[src/rtl/comparator_nbit_seq.sv]
// ----------------------------------------------------------------------------
// comparator_nbit_seq
// Sequential WIDTH-bit magnitude comparator. Operands are compared MSB-first,
// CHUNK bits per clock, stopping at the first chunk that differs. Unsigned or
// two's-complement ordering is chosen per request. Results are registered and
// held until the next accepted request or reset.
//
// Ports:
//   clk          rising-edge clock
//   rst          synchronous reset, active-high, highest priority
//   start        request strobe, accepted only while idle
//   signed_mode  1 = two's-complement compare, 0 = unsigned (sampled at accept)
//   a, b         operands (sampled at accept)
//   busy         high while a compare is in progress
//   done         one-cycle pulse when the result is written
//   result_valid high from done until the next accepted start or reset
//   a_gt_b       A >  B (held)
//   a_eq_b       A == B (held)
//   a_lt_b       A <  B (held)
// ----------------------------------------------------------------------------
module comparator_nbit_seq #(
   parameter int WIDTH = 8,
   parameter int CHUNK = 2
) (
   input  logic             clk,
   input  logic             rst,
   input  logic             start,
   input  logic             signed_mode,
   input  logic [WIDTH-1:0] a,
   input  logic [WIDTH-1:0] b,
   output logic             busy,
   output logic             done,
   output logic             result_valid,
   output logic             a_gt_b,
   output logic             a_eq_b,
   output logic             a_lt_b
);

   localparam int NCHUNK = WIDTH / CHUNK;
   // Keep the index at least one bit wide so CHUNK == WIDTH still elaborates.
   localparam int IDXW   = (NCHUNK > 1) ? $clog2(NCHUNK) : 1;

   typedef enum logic [0:0] {
      IDLE    = 1'b0,
      COMPARE = 1'b1
   } state_t;

   state_t            state_r, state_nxt_s;
   logic [WIDTH-1:0]  a_r, a_nxt_s;
   logic [WIDTH-1:0]  b_r, b_nxt_s;
   logic              signed_r, signed_nxt_s;
   logic [IDXW-1:0]   idx_r, idx_nxt_s;
   logic              busy_r, busy_nxt_s;
   logic              done_r, done_nxt_s;
   logic              valid_r, valid_nxt_s;
   logic              gt_r, gt_nxt_s;
   logic              eq_r, eq_nxt_s;
   logic              lt_r, lt_nxt_s;

   logic [CHUNK-1:0]  chunk_a_s, chunk_b_s;
   logic              decided_s, dec_gt_s, dec_eq_s, dec_lt_s;

   // Select the CHUNK-bit slice at chunk position idx.
   function automatic logic [CHUNK-1:0] get_chunk(input logic [WIDTH-1:0] vec,
                                                  input logic [IDXW-1:0]  idx);
      get_chunk = CHUNK'(vec >> (int'(idx) * CHUNK));
   endfunction

   assign chunk_a_s = get_chunk(a_r, idx_r);
   assign chunk_b_s = get_chunk(b_r, idx_r);

   // Decide the current chunk: sign override on the top chunk, else unsigned slice compare.
   always_comb begin
      decided_s = 1'b0;
      dec_gt_s  = 1'b0;
      dec_eq_s  = 1'b0;
      dec_lt_s  = 1'b0;
      // Differing sign bits settle a signed compare before any magnitude bits matter.
      if (signed_r && (idx_r == IDXW'(NCHUNK - 1)) && (a_r[WIDTH-1] != b_r[WIDTH-1])) begin
         decided_s = 1'b1;
         dec_lt_s  = a_r[WIDTH-1];
         dec_gt_s  = ~a_r[WIDTH-1];
      end else if (chunk_a_s > chunk_b_s) begin
         decided_s = 1'b1;
         dec_gt_s  = 1'b1;
      end else if (chunk_a_s < chunk_b_s) begin
         decided_s = 1'b1;
         dec_lt_s  = 1'b1;
      end else if (idx_r == {IDXW{1'b0}}) begin
         decided_s = 1'b1;
         dec_eq_s  = 1'b1;
      end else begin
         decided_s = 1'b0;
      end
   end

   // Next-state and next-output logic for the IDLE/COMPARE controller.
   always_comb begin
      state_nxt_s  = state_r;
      a_nxt_s      = a_r;
      b_nxt_s      = b_r;
      signed_nxt_s = signed_r;
      idx_nxt_s    = idx_r;
      busy_nxt_s   = busy_r;
      done_nxt_s   = 1'b0;
      valid_nxt_s  = valid_r;
      gt_nxt_s     = gt_r;
      eq_nxt_s     = eq_r;
      lt_nxt_s     = lt_r;
      case (state_r)
         IDLE: begin
            if (start) begin
               state_nxt_s  = COMPARE;
               a_nxt_s      = a;
               b_nxt_s      = b;
               signed_nxt_s = signed_mode;
               idx_nxt_s    = IDXW'(NCHUNK - 1);
               busy_nxt_s   = 1'b1;
               valid_nxt_s  = 1'b0;
               gt_nxt_s     = 1'b0;
               eq_nxt_s     = 1'b0;
               lt_nxt_s     = 1'b0;
            end else begin
               state_nxt_s = IDLE;
            end
         end
         COMPARE: begin
            if (decided_s) begin
               state_nxt_s = IDLE;
               busy_nxt_s  = 1'b0;
               done_nxt_s  = 1'b1;
               valid_nxt_s = 1'b1;
               gt_nxt_s    = dec_gt_s;
               eq_nxt_s    = dec_eq_s;
               lt_nxt_s    = dec_lt_s;
            end else begin
               idx_nxt_s = idx_r - IDXW'(1);
            end
         end
         default: begin
            state_nxt_s = IDLE;
            busy_nxt_s  = 1'b0;
         end
      endcase
   end

   // State, operand and output registers with synchronous reset.
   always_ff @(posedge clk) begin
      if (rst) begin
         state_r  <= IDLE;
         a_r      <= {WIDTH{1'b0}};
         b_r      <= {WIDTH{1'b0}};
         signed_r <= 1'b0;
         idx_r    <= {IDXW{1'b0}};
         busy_r   <= 1'b0;
         done_r   <= 1'b0;
         valid_r  <= 1'b0;
         gt_r     <= 1'b0;
         eq_r     <= 1'b0;
         lt_r     <= 1'b0;
      end else begin
         state_r  <= state_nxt_s;
         a_r      <= a_nxt_s;
         b_r      <= b_nxt_s;
         signed_r <= signed_nxt_s;
         idx_r    <= idx_nxt_s;
         busy_r   <= busy_nxt_s;
         done_r   <= done_nxt_s;
         valid_r  <= valid_nxt_s;
         gt_r     <= gt_nxt_s;
         eq_r     <= eq_nxt_s;
         lt_r     <= lt_nxt_s;
      end
   end

   assign busy         = busy_r;
   assign done         = done_r;
   assign result_valid = valid_r;
   assign a_gt_b       = gt_r;
   assign a_eq_b       = eq_r;
   assign a_lt_b       = lt_r;

endmodule
[config.mk]
export PLATFORM = sky130hd
export DESIGN_NAME = comparator_nbit_seq
export DESIGN_NICKNAME = d
export VERILOG_FILES = /design/src/rtl/comparator_nbit_seq.sv
export SDC_FILE = /design/constraint.sdc
export NUM_CORES = 1
export LEC_CHECK = 0
export ABC_AREA = 1
export ABC_CLOCK_PERIOD_IN_PS = 2540
export CORE_AREA = 2 2 53 55
export DETAILED_ROUTE_END_ITERATION = 7
export DIE_AREA = 0 0 55 57
export PLACE_DENSITY = 0.73
export SLEW_MARGIN = 10
export SYNTH_ARGS = -nofsm -noshare
export SYNTH_HDL_FRONTEND = slang
export SYNTH_SLANG_ARGS = --single-unit
[constraint.sdc]
create_clock -name clk -period 2.54 [get_ports clk]
set_input_delay 0.508 -clock clk [delete_from_list [all_inputs] [get_ports clk]]
set_output_delay 0.508 -clock clk [all_outputs]
set_load 0.05 [all_outputs]
==> results by group, run 1 <==
Run status
  – Outcome: completed

Setup path
  – Arrival time at the worst endpoint: about 2.4 ns
  – End of the worst register-to-register path: idx_r[0]
  – Worst setup endpoint: idx_r[0]
  – Internal reg-to-reg setup slack: ~0.4 ns
  – CP Class: reg -> reg
  – RR Startpoint: idx_r[0]
  – CP Launch Point: idx_r[0]
  – Crit end category: register
  – CP Max Fanout: 11
  – Startpoint Class: register
  – Required @ worst endpoint: around 2.8 ns
  – R2R cell count: 12

Detailed routing
  – Iteration-0 DRC count of the detailed router: 26
  – Pre-antenna DRT Iters: 4
  – DR WL met2: about 1000 µm
  – Met3 WL post-DR: 92 µm
  – WL/cell: 10.7 µm
  – Routed wire length: around 2300 µm
  – Number of remaining DRC errors: 0
  – Met1 wire length: between 1000 and 1500 µm
  – Final ANT Viol Nets: 0
  – Vias: 1030
  – Vias per std cell: 4.79
  – Top Layer Used: met4

Place
  – Post-DP HPWL: 1720 µm
  – Setup WS pre-CTS: 0.449 ns
  – Port Buffer Count: 25
  – Post-DP Area: 1410 µm²
  – Global placement routability congestion: 0.914

Cells and area
  – Antenna cell count: 0
  – Ratio of cells with drive above 1 in the final layout: 0.0707
  – Final Cell Area: about 1400 µm²
  – Fillcell total: 266
  – Nets: 209
  – Area growth from synthesis to layout: 25.1%
  – Final Util: 0.554

Logic synthesis
  – Top_reg_cell synth: dfxtp_1
  – Largest cells by area after synthesis: dfxtp_1 45%, nor2_1 15%, o21ai_0 11%, nand2_1 5.8%, a21oi_1 4.3%
  – Synth Register Bits: 26
  – Leading area contributor after synthesis: dfxtp_1
  – Synthesis warning total: 0
  – Seq/Total Area, Yosys: 0.450
  – Synth unique cells: 19
  – Most frequent cells after synthesis: 46 x nor2_1, 26 x dfxtp_1, 25 x o21ai_0
  – Syn_nets: roughly 190
  – Largest family of logic cells by synthesized area: simple AND/OR/NAND/NOR gates
  – Netlist Area Pre-Place: 1160 µm²
  – Xor/xnor share of the synthesized area: 0
  – Compound-cell area share of the yosys netlist: 0.178
  – Post-synth EDFFs: 0
  – Mux cell area share after synthesis: 0
  – Post-synthesis simple-gate area fraction: 0.256
  – Post-synth ARST share: 0
  – Post-Syn Instances: ~160
  – Syn Area/Cell: 7.19 µm²
  – Most frequent cell after synthesis: nor2_1
  – Adder and majority gate portion of the synthesized area: 0.0432
  – Post-synth top area share: 0.450

Die
  – Rows: 19
  – DIE WIDTH: between 50 and 60 µm
  – Die footprint: between 3000 and 4000 µm²
  – Height of the die: 57 µm
  – IO Pins: 26
  – Core area: ~2600 µm²
  – Initial core utilization: 0.443

Timing
  – Setup Total Neg Slack: 0 ns
  – Fin. max-slew vios: 0
  – RSZ-0062 raised after global routing: no
  – Worst slew margin: 0.661
  – Clk_skew: 0.00109 ns
  – Final setup violating endpoints: 0
  – Final Critical Period: 2.14 ns
  – Fmax: roughly 0.47 GHz
  – Hold Vio Cnt, Final: 0
  – Final Worst Setup Slack: 0.396 ns
  – Slew @ Worst Pin: between 0.5 and 0.6 ns
  – Final Cycle Share: 0.844

Global route
  – Total GRT Usage: 0.166
  – First-pass GRT wire length: 3770 µm
  – Vias in the first global route: slightly below 900
  – Initial antenna violation count: 0
  – Largest net degree at the start of global routing: 26
  – Global route overflow: 0

Clock tree
  – Clock transition at path regs: 0.13 ns
  – CTS Hold Buffers Added: 0
  – Clk buf depth: 2
  – Clk Latency, worst-skew pair: 0.32 ns
  – Total CTS buffers: 3
  – H-tree depth: 1
  – Post-CTS Resized: 0
  – Post-CTS Setup Inserts: 0
  – Sink Count: 26
  – CTS tree: built
  – CTS root buffer: clkbuf_4

Hold path
  – Hold Path Class: reg -> reg

Run
  – Max-Cap Viols: 0

Pwr
  – Peak VDD IR: approximately 0.37 mV
  – Static Leakage: slightly above 0.0006 µW
  – Cell Pwr Density: 667 nW/µm²
[cell type report]
| cell class | instances | area [µm²] | area share |
|---|---|---|---|
| Multi-Input combinational cell | 116 | 553 | 0.382 |
| Inverter | 13 | 48.8 | 0.0337 |
| Sequential cell | 26 | 520 | 0.360 |
| Tap cell | 31 | 38.8 | 0.0268 |
| Timing Repair Buffer | 25 | 250 | 0.173 |
| Clock buffer | 4 | 36.3 | 0.0251 |
[registers in the layout, summed over array words and instances, names as in the netlist]
register and cells:
a_eq_b 1, a_gt_b 1, a_lt_b 1, a_r 8
b_r 8, busy 1, done 1, idx_r 2
result_valid 1, signed_r 1, state_r 1
[report_power, final]
| group | total (µW) | internal (µW) | switching (µW) |
|---|---|---|---|
| clock network | 207 | 87.8 | 119 |
| registers | 477 | 447 | 29.8 |
| logic | 282 | 113 | 169 |
[logic make-up after synthesis]
| logic type | after synthesis |
|---|---|
| simple gates | 73 |
| compound gates | 39 |
| flops | 26 |
| buf+inv | 19 |
| fa+ha+maj | 4 |
[metal layers]
metal  track usage  vias to the layer above
li1              -                      563
met1         0.216                      444
met2         0.253                       18
met3        0.0236                        5
met4         0.105                        0
met5             0                        -
[how the worst min path moves through the flow]
stage	from	to	slack, ns	depth (start not counted)
final	result_valid	result_valid	0.48	2
after global routing	result_valid	result_valid	0.49	2
after CTS	result_valid	result_valid	0.48	2
after detailed placement	result_valid	result_valid	0.46	2
after global placement	result_valid	result_valid	0.45	2
after floorplan	a_r[3]	a_r[3]	0.45	2
[through the flow]
stage	total power [µW]	hold WS (ns)	cells
5_1_grt	1030	0.490	215
4_1_cts	975	0.478	215
2_1_floorplan	685	0.450	161
3_5_place_dp	768	0.459	211
3_3_place_gp	760	0.453	211
6_report	966	0.475	215
[worst max-delay path, cell delays in order, from the launching register on]
cell and delay (ns):
dfxtp_1 0.56, inv_2 0.15, o21ai_0 0.23, a21oi_1 0.10
ha_1 0.30, nand2_1 0.09, nand2_1 0.08, nand2_1 0.10
nand3_2 0.12, nor2_1 0.15, nand2_1 0.06, nand2_1 0.06
nor2_1 0.05
[placed cells by master, fill, tap and decap left out]
master,n
nor2_1,46
nand2_1,18
nand4_1,1
dfxtp_1,26
nand2_2,3
o21ai_0,25
a21oi_1,10
nand3_2,1
inv_1,10
inv_2,3
nor2_2,1
ha_1,4
clkbuf_8,1
nand3_1,3
o22ai_1,2
o21ai_2,1
clkdlybuf4s50_1,25
clkbuf_4,3
a32o_1,1
Power figures use the tool's default switching activity.
==> run 2: changes to the inputs <==
Settings changed: ABC_CLOCK_PERIOD_IN_PS 2540 to 2200.
Clock period 2.54 ns to 2.2 ns, I/O delays scaled along.
==> results by group, run 2 (synthesized netlist as in run 1, its figures left out) <==
Clock tree
  – H-tree depth: 1
  – CTS tree: built
  – Clock transition at path regs: approximately 0.14 ns
  – Post-CTS Resized: 0
  – Clk Latency, worst-skew pair: 0.32 ns
  – Clk buf depth: 2
  – Total CTS buffers: 3
  – CTS root buffer: clkbuf_4
  – Post-CTS Setup Inserts: 0
  – Sink Count: 26
  – CTS Hold Buffers Added: 0

Timing
  – RSZ-0062 raised after global routing: no
  – Slew @ Worst Pin: between 0.4 and 0.5 ns
  – Hold Vio Cnt, Final: 0
  – Hold WS: between 0.4 and 0.5 ns
  – Final Cycle Share: 0.885
  – Worst slew margin: 0.666
  – Setup Total Neg Slack: 0 ns
  – Final setup violating endpoints: 0
  – Clk_skew: 0.00865 ns
  – Fmax: approximately 0.51 GHz
  – Fin. max-slew vios: 0
  – Final Critical Period: 1.95 ns

Detailed routing
  – Vias: between 1000 and 1500
  – Routed wire length: around 2300 µm
  – Final ANT Viol Nets: 0
  – Iteration-0 DRC count of the detailed router: 23
  – Vias per std cell: ~5
  – WL/cell: 10.7 µm
  – Pre-antenna DRT Iters: 4
  – Number of remaining DRC errors: 0

Pwr
  – Cell Pwr Density: 745 nW/µm²
  – Peak VDD IR: 0.456 mV
  – Static Leakage: 0.000607 µW

Cells and area
  – Antenna cell count: 0
  – Final Util: 0.554
  – Area growth from synthesis to layout: 25.2%
  – Ratio of cells with drive above 1 in the final layout: 0.0757
  – Commonest non-fill, non-tap cell in the layout: nor2_1
  – Nets: 211
  – Most frequent cells in the layout: 46 x nor2_1, 26 x dfxtp_1, 25 x o21ai_0, 25 x clkdlybuf4s50_1, 18 x nand2_1
  – Final Cell Area: 1450 µm²
  – Top flop regs: a_r x8, b_r x8, idx_r x2
  – Fin cells: 216

Global route
  – Vias in the first global route: 1026
  – First-pass GRT wire length: 4140 µm
  – Initial antenna violation count: 0
  – Global route overflow: 0
  – Total GRT Usage: 0.176
  – Largest net degree at the start of global routing: 22

Place
  – Global placement routability congestion: 0.902
  – Post-DP HPWL: 1760 µm
  – Post-DP Area: 1430 µm²
  – Dpl cells: about 210
  – Port Buffer Count: 25

Die
  – DIE WIDTH: 55 µm
  – Height of the die: 57 µm
  – IO Pins: 26
  – Die footprint: between 3000 and 4000 µm²
  – Rows: 19
  – Core area: 2620 µm²
  – Initial core utilization: 0.443

Setup path
  – Internal reg-to-reg setup slack: 0.25 ns
  – Required @ worst endpoint: 2.43 ns
  – CP Max Fanout: 10
  – CP Class: reg -> reg
  – Startpoint Class: register
  – Crit end category: register
  – Arrival time at the worst endpoint: 2.18 ns

Run status
  – Outcome: completed

Run
  – Max-Cap Viols: 0

Hold path
  – Hold Path Class: reg -> reg
run 2: cell types whose count changed in the layout (fill, tap and decap cells not counted), sizes merged:
cell and change:
buf +2, clkbuf -1
run 2: critical path, stage by stage, from the launching register on:
cell     delay [ns]
dfxtp_1        0.35
buf_4          0.17
o21ai_0        0.19
o22ai_1        0.11
ha_1           0.31
nand2_1        0.09
nand2_1        0.08
nand2_1        0.10
nand3_2        0.12
nor2_1         0.16
nand2_1        0.07
nand2_1        0.06
nor2_1         0.05
run 2: final timing paths:
kind | start | depth (start not counted) | end
worst max-delay path | idx_r[0] | 12 | idx_r[0]
worst min-delay path | result_valid | 2 | result_valid
worst max register to register | idx_r[0] | 12 | idx_r[0]
worst min register to register | result_valid | 2 | result_valid
run 2: layout make-up:
cell class                      instances  area (µm²)
Fill cell                             261        1170
Timing Repair Buffer                   27         265
Sequential cell                        26         520
Inverter                               13        48.8
Clock buffer                            3        22.5
Multi-Input combinational cell        116         553
Tap cell                               31        38.8
run 2: metal layers:
metal  wire (µm)  GRT usage  share of wire  vias up
met5           0          0              0        -
met4          39     0.0836          0.017        0
met3          63     0.0288          0.027        5
met2        1130      0.293           0.49       14
met1        1080      0.217           0.47      492
li1            -          -              -      574
run 2: through the flow:
step,worst slack (ns),total power (µW)
3_5_place_dp,0.292,890
6_report,0.254,1080
5_1_grt,0.0292,1160
3_3_place_gp,0.395,884
4_1_cts,0.267,1090
2_1_floorplan,0.381,791
run 2: where the power goes:
part / internal [µW] / switching (µW) / total [µW]
combinational: 135 / 202 / 337
sequential: 517 / 28.3 / 545
clock: 64.1 / 134 / 198
total: 715 / 364 / 1080
